### src/rtl/sinc_dsm_modulator.sv
// sinc_dsm_modulator: transmit-side partner of the sinc3 decimator.
// PCM samples (unsigned 4.FRAC_BITS) arrive over valid/ready. Each sample is
// held for oversample_in+1 enable cycles, and a second-order error-feedback
// modulator with NTF (1-z^-1)^2 turns it into a stream of 4-bit codes.
// Optional feature macro: SINC_DSM_DITHER_EN (LFSR dither ahead of the quantizer).
module sinc_dsm_modulator #(
  parameter int FRAC_BITS = 12,
  parameter int IN_WIDTH  = 4 + FRAC_BITS
) (
  input  logic                clk,
  input  logic                rst,
  input  logic                enable_in,
  input  logic [9:0]          oversample_in,
  input  logic [IN_WIDTH-1:0] sample_in,
  input  logic                sample_valid,
  output logic                sample_ready,
  output logic [3:0]          data_out,
  output logic                data_valid_out,
  output logic                frame_strobe_out,
  output logic                underrun_out,
  output logic                clip_out
);

  localparam int U_W = IN_WIDTH + 2;
  localparam int E_W = FRAC_BITS + 2;
  localparam logic [IN_WIDTH-1:0] CLAMP_LO = IN_WIDTH'(1) << FRAC_BITS;
  localparam logic [IN_WIDTH-1:0] CLAMP_HI = IN_WIDTH'(14) << FRAC_BITS;

  typedef enum logic {
    IDLE,
    RUN
  } state_t;

  state_t state, state_next;

  logic [IN_WIDTH-1:0] pending;
  logic                pending_valid;
  logic [IN_WIDTH-1:0] active;
  logic [9:0]          ratio;
  logic [9:0]          count;
  logic signed [E_W-1:0] e1, e2;

  logic [IN_WIDTH-1:0] clamped;
  logic                clamp_hit;
  logic                accept;
  logic                take;
  logic                boundary;
  logic                run_step;

  logic signed [U_W-1:0] x_ext, e1_ext, e2_ext, u;
  logic [3:0]            y;
  logic signed [E_W-1:0] e_next;
  logic                  unused_u_msb;

`ifdef SINC_DSM_DITHER_EN
  localparam logic signed [U_W-1:0] U_LSB = 1;
  logic [15:0] lfsr;
`endif

  assign sample_ready = !pending_valid;
  assign accept       = sample_valid && !pending_valid;

  // Clamp incoming samples into [1.0, 14.0] so the quantizer never leaves 0..15
  always_comb begin
    clamped   = sample_in;
    clamp_hit = 1'b0;
    if (sample_in < CLAMP_LO) begin
      clamped   = CLAMP_LO;
      clamp_hit = 1'b1;
    end else if (sample_in > CLAMP_HI) begin
      clamped   = CLAMP_HI;
      clamp_hit = 1'b1;
    end
  end

  // Error-feedback quantizer: u = x - 2*e1 + e2, y = floor(u), e = y - u
  always_comb begin
    x_ext  = $signed({2'b00, active});
    e1_ext = {{(U_W - E_W){e1[E_W-1]}}, e1};
    e2_ext = {{(U_W - E_W){e2[E_W-1]}}, e2};
    u      = x_ext - (e1_ext <<< 1) + e2_ext;
`ifdef SINC_DSM_DITHER_EN
    if (lfsr[0]) begin
      u = u - U_LSB;
    end
`endif
    y      = u[FRAC_BITS+3:FRAC_BITS];
    e_next = -$signed({2'b00, u[FRAC_BITS-1:0]});
  end

  // u is always in (0,16), so the bits above the 4-bit code carry no information
  assign unused_u_msb = &{1'b0, u[U_W-1:FRAC_BITS+4]};

  // State register
  always_ff @(posedge clk) begin
    if (rst) begin
      state <= IDLE;
    end else begin
      state <= state_next;
    end
  end

  // Next-state and per-cycle control: loading, emitting and frame boundaries
  always_comb begin
    state_next = state;
    take       = 1'b0;
    boundary   = 1'b0;
    run_step   = 1'b0;
    case (state)
      IDLE: begin
        if (enable_in && pending_valid) begin
          take       = 1'b1;
          boundary   = 1'b1;
          state_next = RUN;
        end
      end
      RUN: begin
        if (enable_in) begin
          run_step = 1'b1;
          if (count == ratio) begin
            boundary = 1'b1;
            take     = pending_valid;
          end
        end
      end
      default: state_next = IDLE;
    endcase
  end

  // Datapath: pending/active sample registers, frame counter, error memory, pulses
  always_ff @(posedge clk) begin
    if (rst) begin
      pending          <= '0;
      pending_valid    <= 1'b0;
      active           <= '0;
      ratio            <= '0;
      count            <= '0;
      e1               <= '0;
      e2               <= '0;
      data_out         <= '0;
      data_valid_out   <= 1'b0;
      frame_strobe_out <= 1'b0;
      underrun_out     <= 1'b0;
      clip_out         <= 1'b0;
    end else begin
      data_valid_out   <= 1'b0;
      frame_strobe_out <= 1'b0;
      underrun_out     <= 1'b0;
      clip_out         <= 1'b0;

      if (accept) begin
        pending       <= clamped;
        pending_valid <= 1'b1;
        clip_out      <= clamp_hit;
      end

      if (take) begin
        active        <= pending;
        pending_valid <= 1'b0;
      end

      if (boundary) begin
        count            <= '0;
        ratio            <= oversample_in;
        frame_strobe_out <= 1'b1;
        underrun_out     <= !pending_valid;
      end else if (run_step) begin
        count <= count + 10'd1;
      end

      if (run_step) begin
        data_out       <= y;
        data_valid_out <= 1'b1;
        e2             <= e1;
        e1             <= e_next;
      end
    end
  end

`ifdef SINC_DSM_DITHER_EN
  // Dither source: x^16+x^14+x^13+x^11+1 Fibonacci LFSR, stepped once per emitted code
  always_ff @(posedge clk) begin
    if (rst) begin
      lfsr <= 16'hACE1;
    end else if (run_step) begin
      lfsr <= {lfsr[14:0], lfsr[15] ^ lfsr[13] ^ lfsr[12] ^ lfsr[10]};
    end
  end
`endif

endmodule
### config.mk
export PLATFORM = sky130hd
export DESIGN_NAME = sinc_dsm_modulator
export DESIGN_NICKNAME = d
export VERILOG_FILES = /design/src/rtl/sinc_dsm_modulator.sv
export SDC_FILE = /design/constraint.sdc
export NUM_CORES = 1
export LEC_CHECK = 0
export CAP_MARGIN = 0
export CORE_MARGIN = 2
export CORE_UTILIZATION = 50
export CTS_CLUSTER_DIAMETER = 80
export DETAILED_ROUTE_END_ITERATION = 8
export GPL_TIMING_DRIVEN = 0
export PLACE_DENSITY = 0.7
export SLEW_MARGIN = 20
export SYNTH_ARGS = -nofsm -noshare
export SYNTH_HDL_FRONTEND = slang
export SYNTH_SLANG_ARGS = --single-unit
### constraint.sdc
create_clock -name clk -period 4.8 [get_ports clk]
set_clock_uncertainty 0.1 [all_clocks]
set_input_delay 0.96 -clock clk [delete_from_list [all_inputs] [get_ports clk]]
set_output_delay 0.96 -clock clk [all_outputs]
set_load 0.01 [all_outputs]
==> impl_metrics.ini <==
[status]
status = finished, final reports clean

[floorplanning]
dieArea_um2 = 10200
die_h_um = 101
rows = 35
pin_count = 39
core_um2 = 9200
start_util_pct = 51.3
die_w_um = 101

[yosys]
synth_largest_area_cell = dfxtp_1
ys_seq_area_share_pct = 38.2
synth_top_family_by_area = simple AND/OR/NAND/NOR gates
synth.most_common_cell = nand2_1
yosysWarnings = 0
synth_nets = 640
synth_xor_area_share_pct = 6.32
async_flop_share_pct = 0
synth-edff-count = 0
synthAdderAreaFrac_pct = 10.5
synthFlopType = dfxtp_1
netlist_area_um2 = 4710
synth.lib_cells_used.distinct = 51
synth-compound-area-share_pct = 15.6
yosysTopAreaCellShare_pct = 38.2
syn_inst = 579
synth.area.top_cells = dfxtp_1 (38%), nand2_1 (8.6%), a21oi_1 (6.9%)
synth.mux.area_fraction_pct = 2.34
ys_ff_latch = 90
synthTopCellsByCount = nand2_1 (108), dfxtp_1 (90), a21oi_1 (65), inv_1 (60), nor2_1 (42)
post_synth.cell_area_avg_um2 = 8.14
synthSimpleGateAreaFrac_pct = 20.4

[worst_setup_path]
criticalPathCategory = flip-flop to flip-flop
worstSetupStartpointType = flip-flop
crit_buf_inv = 2
crit_path_max_fanout = 5
slowest_stage = fa_1
cp_slowest_stage_delay_ps = 540
worstPathCellList = inv_1, fa_1, inv_1, ha_1, a21oi_1, o21ai_2, o21ai_1, a211oi_1, nand3b_2, o31a_1, o31ai_1
worstSetupEndpointType = flip-flop
crit_family = compound AO/OA/AOI/OAI gates
cpMostUsedCell = inv_1
worstPathArrival_ps = 3470
critical_path_required_ps = 4970

[grt]
grt_antenna_before_repair = 0
grt_usage_pct = 21.7
grt_remaining_overflow = 0
grt_start_max_net_pins = 16
grt_pass1_wl_um = 17900
first_global_vias = 3796

[routing]
initialDrtViolationCount = 134
drc_errors = 0
wirelength_um = 10200
vias = 3983
ant_nets = 0
vias_per_cell = 5.35
dr.pass1.iters = 4
post_drt_wl_per_cell_um = 13.7

[cells_and_area]
drive_gt1_share_pct = 4.74
fill_cells = 848
syn_to_final_growth_pct = 16.3
diodes = 0
layout.nets = 689

[power_and_ir_drop]
p_total_uw = 1690
power_frac_seq_pct = 46.5
intPower_uw = 1250
power_switching_share_pct = 25.9
comb_power_share_pct = 16.3
vdd_drop_max_mv = 0.224
leakage_uw = 0.00224
pwr-share-clk_pct = 37.2
p_sw_uw = 437
powerDensity_nw_per_um2 = 308

[placement]
portBuffers = 38
routabilityCongestion = 0.840
hpwl_um = 8040

[timing]
hold_viol_final = 0
fin_crit_ps = 3310
setup_violations = 0
rsz0062_at_grt = false
timing.setup.tns_ps = 0
maxSlewHeadroom_pct = 57.7
tightest_slew_ps = 626
finalMaxSlewViolations = 0
fmax_ghz = 0.302
post-route-period-util_pct = 68.9

[cts]
root_buffer = clkbuf_8
cts_buffer_depth = 2
clk_latency_ps = 350
path_clk_slew_ps = 90
cts.htree.levels = 3
cts_hold_buf = 0
tritoncts = done
cts.sinks = 90
post_cts_resized = 0
cts_buffers = 9
cts_setup_buffers = 0

[run]
maxCapViolations = 0

[worst_hold_path]
min_path_type = flip-flop to flip-flop
==> kinds of logic after synthesis <==
| family | count (synthesis) |
|---|---|
| buffers and inverters | 83 |
| AND/OR/NAND/NOR | 215 |
| adder cells (fa/ha/maj) | 31 |
| AO/OA/AOI/OAI | 115 |
| flip-flops | 90 |
| XOR/XNOR | 34 |
| multiplexers | 11 |
==> worst paths after layout <==
path,start,to,slack (ps),cells after the start
max reg2reg,active[4],e1[11],1490,11
min,pending[8],pending[8],360,2
max,active[4],e1[11],1490,11
min reg2reg,pending[8],pending[8],360,2
==> tightest hold or removal path, cell delays in order, from the launching register on <==
cell and delay (ps):
dfxtp_1 310, nand2_1 50, a21oi_1 50
==> stage by stage <==
step                worst slack, ps  utilization (%)  hold slack, ps  area [µm²]  std cells
floorplan                      1850                -             332        4710        579
global placement               1460             56.9             341        5230        728
detailed placement             1420             56.9             345        5230        728
CTS                            1490             59.6             356        5480        744
global route                   1280             59.6             373        5480        744
finish                         1490             59.6             356        5480        744
==> power groups by stage <==
stage	Combinational (µW)	Sequential, µW	Clock, µW
4_1_cts	276	785	638
6_report	276	785	628
3_3_place_gp	270	802	0
2_1_floorplan	192	799	0
3_5_place_dp	273	802	0
5_1_grt	306	789	672
==> registers in the layout (all words and copies together) (netlist names) <==
register,count
e1,14
state,1
e2,14
active,16
count,10
frame_strobe_out,1
data_valid_out,1
underrun_out,1
ratio,10
pending_valid,1
clip_out,1
data_out,4
pending,16
==> placed cells by master (no fill, tap or decap), types with 4 or more instances in the layout <==
cell type / netlist / layout
buf_2: 4 / 4
nand2_1: 108 / 108
clkbuf_8: 0 / 10
fa_1: 14 / 14
o21ai_0: 9 / 9
dfxtp_1: 90 / 90
ha_1: 17 / 17
xnor2_1: 9 / 9
a211oi_1: 5 / 5
and2_1: 4 / 4
nand3_1: 25 / 25
clkdlybuf4s50_1: 0 / 38
inv_1: 60 / 60
buf_1: 5 / 5
nor4_1: 5 / 5
clkbuf_1: 14 / 14
or3_1: 4 / 4
nor3_1: 7 / 7
a21oi_1: 65 / 65
a21o_1: 6 / 6
xor2_1: 25 / 25
nor2_1: 42 / 42
mux2i_1: 11 / 11
a31oi_1: 6 / 6
nand4_1: 4 / 4
==> routing by layer <==
metal,global-route usage [%],vias up,part of all wire [%]
li1,-,2028,-
met5,0,-,0
met3,3.19,11,3.7
met4,5.51,0,1.1
met2,35.5,76,46
met1,30.2,1868,49
==> final cells by class <==
cell class                      instances  area, µm²  share of cell area [%]
Clock inverter                          6        113                    2.05
Clock buffer                           10        138                    2.51
Inverter                               60        225                    4.11
Multi-Input combinational cell        406       2590                    47.3
Tap cell                              111        139                    2.53
Buffer                                 23       91.3                    1.67
Timing Repair Buffer                   38        380                    6.94
Sequential cell                        90       1800                    32.9
(Power assumes the default switching activity.)
